### src/rtl/mac_result_accum.sv
// Accumulates a programmable number of ffra result terms into one saturating sum.
// Finished sums go into a small result FIFO. Input samples lost while stalled are counted.
module mac_result_accum #(
  parameter int DATA_W     = 16,
  parameter int ACC_W      = 20,
  parameter int FIFO_DEPTH = 4
) (
  input  logic                          clk,
  input  logic                          rst_n,
  input  logic                          in_valid,
  input  logic [DATA_W-1:0]             in_data,
  output logic                          in_ready,
  input  logic [7:0]                    cfg_len,
  output logic                          out_valid,
  input  logic                          out_ready,
  output logic [ACC_W-1:0]              out_data,
  output logic                          out_sat,
  output logic                          busy,
  output logic [$clog2(FIFO_DEPTH):0]   fifo_level,
  output logic [7:0]                    drop_cnt
);

  localparam int PTR_W = $clog2(FIFO_DEPTH);
  localparam int LVL_W = PTR_W + 1;

  typedef enum logic [1:0] {S_IDLE, S_ACCUM, S_HOLD} state_t;

  state_t             r_state;
  logic [ACC_W-1:0]   r_acc;
  logic               r_sat;
  logic [8:0]         r_remaining;
  logic [ACC_W-1:0]   r_mem_data [FIFO_DEPTH];
  logic               r_mem_sat  [FIFO_DEPTH];
  logic [PTR_W-1:0]   r_wr_ptr;
  logic [PTR_W-1:0]   r_rd_ptr;
  logic [LVL_W-1:0]   r_level;
  logic [7:0]         r_drop_cnt;

  logic               w_first;
  logic               w_accept;
  logic [8:0]         w_len;
  logic [ACC_W-1:0]   w_base;
  logic [ACC_W:0]     w_sum;
  logic               w_ovf;
  logic [ACC_W-1:0]   w_acc_new;
  logic               w_sat_new;
  logic               w_last;
  logic               w_complete;
  logic               w_pop;
  logic               w_space;
  logic               w_push;
  logic [ACC_W-1:0]   w_push_data;
  logic               w_push_sat;
  logic               w_drop;

  assign in_ready   = (r_state != S_HOLD);
  assign busy       = (r_state != S_IDLE);
  assign out_valid  = (r_level != '0);
  assign out_data   = out_valid ? r_mem_data[r_rd_ptr] : '0;
  assign out_sat    = out_valid ? r_mem_sat[r_rd_ptr] : 1'b0;
  assign fifo_level = r_level;
  assign drop_cnt   = r_drop_cnt;

  // The first term of a group starts from zero, so it can never overflow.
  assign w_first    = (r_state == S_IDLE);
  assign w_accept   = in_valid && in_ready;
  assign w_len      = (cfg_len == 8'd0) ? 9'd256 : {1'b0, cfg_len};
  assign w_base     = w_first ? '0 : r_acc;
  assign w_sum      = {1'b0, w_base} + {{(ACC_W + 1 - DATA_W){1'b0}}, in_data};
  assign w_ovf      = w_sum[ACC_W];
  assign w_acc_new  = w_ovf ? '1 : w_sum[ACC_W-1:0];
  assign w_sat_new  = (!w_first && r_sat) || w_ovf;
  assign w_last     = w_first ? (w_len == 9'd1) : (r_remaining == 9'd1);
  assign w_complete = w_accept && w_last;

  assign w_pop       = out_valid && out_ready;
  assign w_space     = (r_level != LVL_W'(FIFO_DEPTH)) || w_pop;
  assign w_push      = w_space && ((r_state == S_HOLD) || w_complete);
  assign w_push_data = (r_state == S_HOLD) ? r_acc : w_acc_new;
  assign w_push_sat  = (r_state == S_HOLD) ? r_sat : w_sat_new;
  assign w_drop      = in_valid && !in_ready;

  always_ff @(posedge clk or negedge rst_n) begin
    if (!rst_n) begin
      r_state     <= S_IDLE;
      r_acc       <= '0;
      r_sat       <= 1'b0;
      r_remaining <= '0;
    end else begin
      case (r_state)
        S_IDLE: begin
          if (w_accept) begin
            r_acc       <= w_acc_new;
            r_sat       <= w_sat_new;
            r_remaining <= w_len - 9'd1;
            if (w_last) r_state <= w_space ? S_IDLE : S_HOLD;
            else        r_state <= S_ACCUM;
          end
        end
        S_ACCUM: begin
          if (w_accept) begin
            r_acc       <= w_acc_new;
            r_sat       <= w_sat_new;
            r_remaining <= r_remaining - 9'd1;
            if (w_last) r_state <= w_space ? S_IDLE : S_HOLD;
          end
        end
        S_HOLD: begin
          if (w_space) r_state <= S_IDLE;
        end
        default: r_state <= S_IDLE;
      endcase
    end
  end

  // Storage needs no reset: reads are masked to zero whenever the FIFO is empty.
  generate
    for (genvar gi = 0; gi < FIFO_DEPTH; gi++) begin : g_entry
      always_ff @(posedge clk) begin
        if (w_push && (r_wr_ptr == PTR_W'(gi))) begin
          r_mem_data[gi] <= w_push_data;
          r_mem_sat[gi]  <= w_push_sat;
        end
      end
    end
  endgenerate

  always_ff @(posedge clk or negedge rst_n) begin
    if (!rst_n) begin
      r_wr_ptr   <= '0;
      r_rd_ptr   <= '0;
      r_level    <= '0;
      r_drop_cnt <= '0;
    end else begin
      if (w_push) r_wr_ptr <= r_wr_ptr + PTR_W'(1);
      if (w_pop)  r_rd_ptr <= r_rd_ptr + PTR_W'(1);
      r_level <= r_level + LVL_W'(w_push) - LVL_W'(w_pop);
      if (w_drop && (r_drop_cnt != 8'hFF)) r_drop_cnt <= r_drop_cnt + 8'd1;
    end
  end

endmodule

### config.mk
export PLATFORM = sky130hd
export DESIGN_NAME = mac_result_accum
export DESIGN_NICKNAME = d
export VERILOG_FILES = /design/src/rtl/mac_result_accum.sv
export SDC_FILE = /design/constraint.sdc
export NUM_CORES = 1
export LEC_CHECK = 0
export CAP_MARGIN = 5
export CORE_MARGIN = 8
export CORE_UTILIZATION = 60
export CTS_BUF_LIST = sky130_fd_sc_hd__clkbuf_8
export DETAILED_ROUTE_END_ITERATION = 10
export PLACE_DENSITY = 0.83
export SYNTH_ARGS = -nofsm -noshare
export SYNTH_HDL_FRONTEND = slang
export SYNTH_SLANG_ARGS = --single-unit
### constraint.sdc
create_clock -name clk -period 5.1 [get_ports clk]
set_input_delay 0.51 -clock clk [delete_from_list [all_inputs] [get_ports clk]]
set_output_delay 0.51 -clock clk [all_outputs]
set_load 0.02 [all_outputs]
==> impl_metrics.json <==
{
  "outcome": "completed",
  "yosysWarningCount": 0,
  "syn-mean-instance-area_um2": 11.6,
  "synth_edf_count": 84,
  "holdCritPathClass": "in -> async",
  "dpl.hpwl_um": 11200,
  "grt_setup_unrepaired": "false",
  "path_max_fanout": 20,
  "dieHeight_um": 123,
  "grt_first_pass_wirelength_um": 25200,
  "floorplan.io_pins": 63,
  "wire_per_inst_um": 19.6,
  "power.share.clock_pct": 16.4,
  "post-route-worst-setup-slack_ns": 0.956,
  "mappedNetlistArea_mm2": 0.00690,
  "synth_adder_area_share_pct": 5.47,
  "p_comb_share_pct": 49.4,
  "synth-seq-cells": 131,
  "clkLatencyLatePin_ns": 0.45,
  "finalCritPeriodShare_pct": 81.2,
  "critical_path.max_stage_delay_ns": 0.74,
  "routabilityCongestion": 0.886,
  "period_minus_slack_ns": 4.14,
  "max_freq_ghz": 0.241,
  "die_width_um": 123,
  "timing.critical_path.from_type": "flip-flop",
  "power.density_mw_per_mm2": 665,
  "finalSetupTns_ns": 0,
  "end_kind": "flip-flop",
  "synth_compound_area_share_pct": 12.0,
  "synth-main-ff-cell": "sky130_fd_sc_hd__edfxtp_1",
  "critPathBufInv": 0,
  "cts-resized-gates": 0,
  "firstDrtPassIters": 5,
  "timing.critical_path.required_ns": 5.31,
  "finalHoldViolCount": 0,
  "dpl.cell_count": 772,
  "crit_path_end": "r_mem_data[2][17]",
  "cts_root_buf": "sky130_fd_sc_hd__clkbuf_8",
  "timing.slew.headroom_pct": 10.8,
  "whs_ns": 0.154,
  "p_leak_nw": 3.07,
  "core_mm2": 0.0113,
  "worstSetupStartpoint": "r_state[0]",
  "most-common-layout-cells": "sky130_fd_sc_hd__edfxtp_1, sky130_fd_sc_hd__clkdlybuf4s50_1, sky130_fd_sc_hd__nand2_1",
  "synth_top_family_by_area": "simple AND/OR/NAND/NOR gates",
  "synthCells": 594,
  "via_count_of_the_first_global_routing_pass": 4941,
  "finalPower_mw": 5.31,
  "critPathTopFamily": "compound AO/OA/AOI/OAI gates",
  "yosys-mux-area-fraction_pct": 8.39,
  "post_dp_cell_area_mm2": 0.00759,
  "final_cell_count_no_fill": 803,
  "htree_levels": 4,
  "io_buffers": 62,
  "drcViolationCount": 0,
  "netlist-cell-type-count": 61,
  "synth-async-reset-ratio_pct": 35.9,
  "clock_tree_from_tritoncts": "yes",
  "nNetsFinal": 705,
  "clk_pin_slew_worst_paths_ns": 0.07,
  "routed_via_density": 6.17,
  "swShare_pct": 40.7,
  "remaining_number_of_nets_flagged_by_the_antenna_check_after_routing": 0,
  "layout_commonest_cell": "sky130_fd_sc_hd__edfxtp_1",
  "cts_inserted_buffers": 17,
  "share_seq_of_total_power_pct": 34.2,
  "reg2reg_setup_slack_ns": 0.96,
  "cp.arrival_ns": 4.35,
  "synthToLayoutAreaGrowth_pct": 15.6,
  "path_cells": "or2_2 > and2_1 > ha_1 > and3_2 > nand2_1 > o32a_2 > a211oi_4 > nor2_1 > a211oi_1",
  "max-clock-path-buffers": 2,
  "antenna_found_initial": 0,
  "dr_total_vias": 4952,
  "pins_over_their_slew_limit": 0,
  "pre_cts_slack_ns": 0.979,
  "routed_wl_um": 15800,
  "share_of_the_yosys_chip_area_belonging_to_registers_pct": 53.6,
  "postLayoutCellArea_mm2": 0.00798,
  "rows": 39,
  "overflow": 0,
  "ctsHoldBuffers": 0,
  "setup-violations-final": 0,
  "max_slew.worst_pin.slew_ns": 1.34,
  "synth_simple_gate_area_share_pct": 14.2,
  "worstReg2RegEnd": "r_mem_data[2][17]",
  "antenna_cells": 0,
  "reg2reg_depth": 9,
  "r2r_start": "r_state[0]",
  "start_util_pct": 61.0,
  "cts_setup_buffers": 0,
  "worst_path_max_delay_cell": "sky130_fd_sc_hd__a211oi_4",
  "power_report.internal_total_mw": 3.15,
  "worstSetupPathType": "reg -> reg",
  "syn_nets": 651,
  "peakVddDrop_v": 0.000401,
  "net-switching-power_mw": 2.16,
  "drt_iter0_markers": 510,
  "grtUsageTotal_pct": 21.9,
  "pin_count_of_the_biggest_net_entering_global_routing": 48,
  "finalClockSkew_ns": 0.0100,
  "drive_above_1_share_pct": 10.8,
  "cts_sinks": 131,
  "synth_xor_xnor_area_share_pct": 3.43,
  "layout.core_utilization_pct": 70.5,
  "die_area_mm2": 0.0152,
  "timing.max_cap.violations": 0,
  "cp.depth": 9
}
sequential cells by signal (all words and copies together), names as in the netlist:
register / cells
r_sat: 1
r_wr_ptr: 2
r_acc: 20
r_mem_sat: 4
r_rd_ptr: 2
drop_cnt: 8
r_remaining: 9
r_mem_data: 80
fifo_level: 3
r_state: 2
synth_stat cells (all sizes together), types with 4 or more instances:
master	n	share of area [%]
a211oi	4	0.69
a31oi	15	1.4
nand2b	4	0.36
nor3	10	0.73
and2	40	3.6
a22oi	4	0.44
xnor2	16	2.0
mux4	21	6.9
o21ai	29	2.1
inv	16	0.87
nor4	5	0.45
nor2	50	2.7
a21o	10	1.1
ha	27	4.9
nand3	13	0.94
dfrtp	47	17
mux2	5	0.82
buf	9	0.80
a21oi	37	2.7
mux2i	5	0.73
edfxtp	84	37
and3	13	1.2
xor2	11	1.4
nand2	53	2.9
clkbuf	22	1.2
power by group through the flow:
stage / clock network (mW) / logic [mW] / registers (mW)
2_1_floorplan: 0 / 1.90 / 1.70
3_3_place_gp: 0 / 2.47 / 1.82
3_5_place_dp: 0 / 2.59 / 1.83
4_1_cts: 0.882 / 2.60 / 1.81
5_1_grt: 0.919 / 2.87 / 1.85
6_report: 0.870 / 2.62 / 1.82
routing by layer:
metal	global-route usage, %	up-vias	part of all wire (%)
met5	0	-	0
met4	7.45	0	1.3
met3	5.71	19	8.6
met2	33.9	197	47
met1	29.4	2431	43
li1	-	2305	-
layout make-up:
cell class / count / area (um2)
Clock buffer: 19 / 262
Timing Repair Buffer: 66 / 646
Multi-Input combinational cell: 416 / 3010
Clock inverter: 12 / 130
Fill cell: 798 / 3340
Inverter: 16 / 60.1
Sequential cell: 131 / 3700
Tap cell: 143 / 179
cells by family (layout without fill, tap and decap cells):
group | count (synthesis) | after routing
AO/OA/AOI/OAI | 128 | 128
multiplexers | 31 | 31
adder cells (fa/ha/maj) | 29 | 29
flip-flops | 131 | 131
AND/OR/NAND/NOR | 201 | 201
XOR/XNOR | 27 | 27
buffers and inverters | 47 | 113
how the worst min path moves through the flow:
stage / from / endpoint / slack [ns] / depth (start not counted)
2_1_floorplan: rst_n / drop_cnt[0] / 0.21 / 0
3_5_place_dp: r_remaining[6] / r_remaining[6] / 0.47 / 2
4_1_cts: rst_n / r_acc[5] / 0.17 / 2
3_3_place_gp: r_remaining[6] / r_remaining[6] / 0.47 / 2
5_1_grt: rst_n / r_acc[5] / 0.20 / 2
6_report: rst_n / r_acc[5] / 0.15 / 2
No activity file was read; power rests on OpenSTA's default activity.
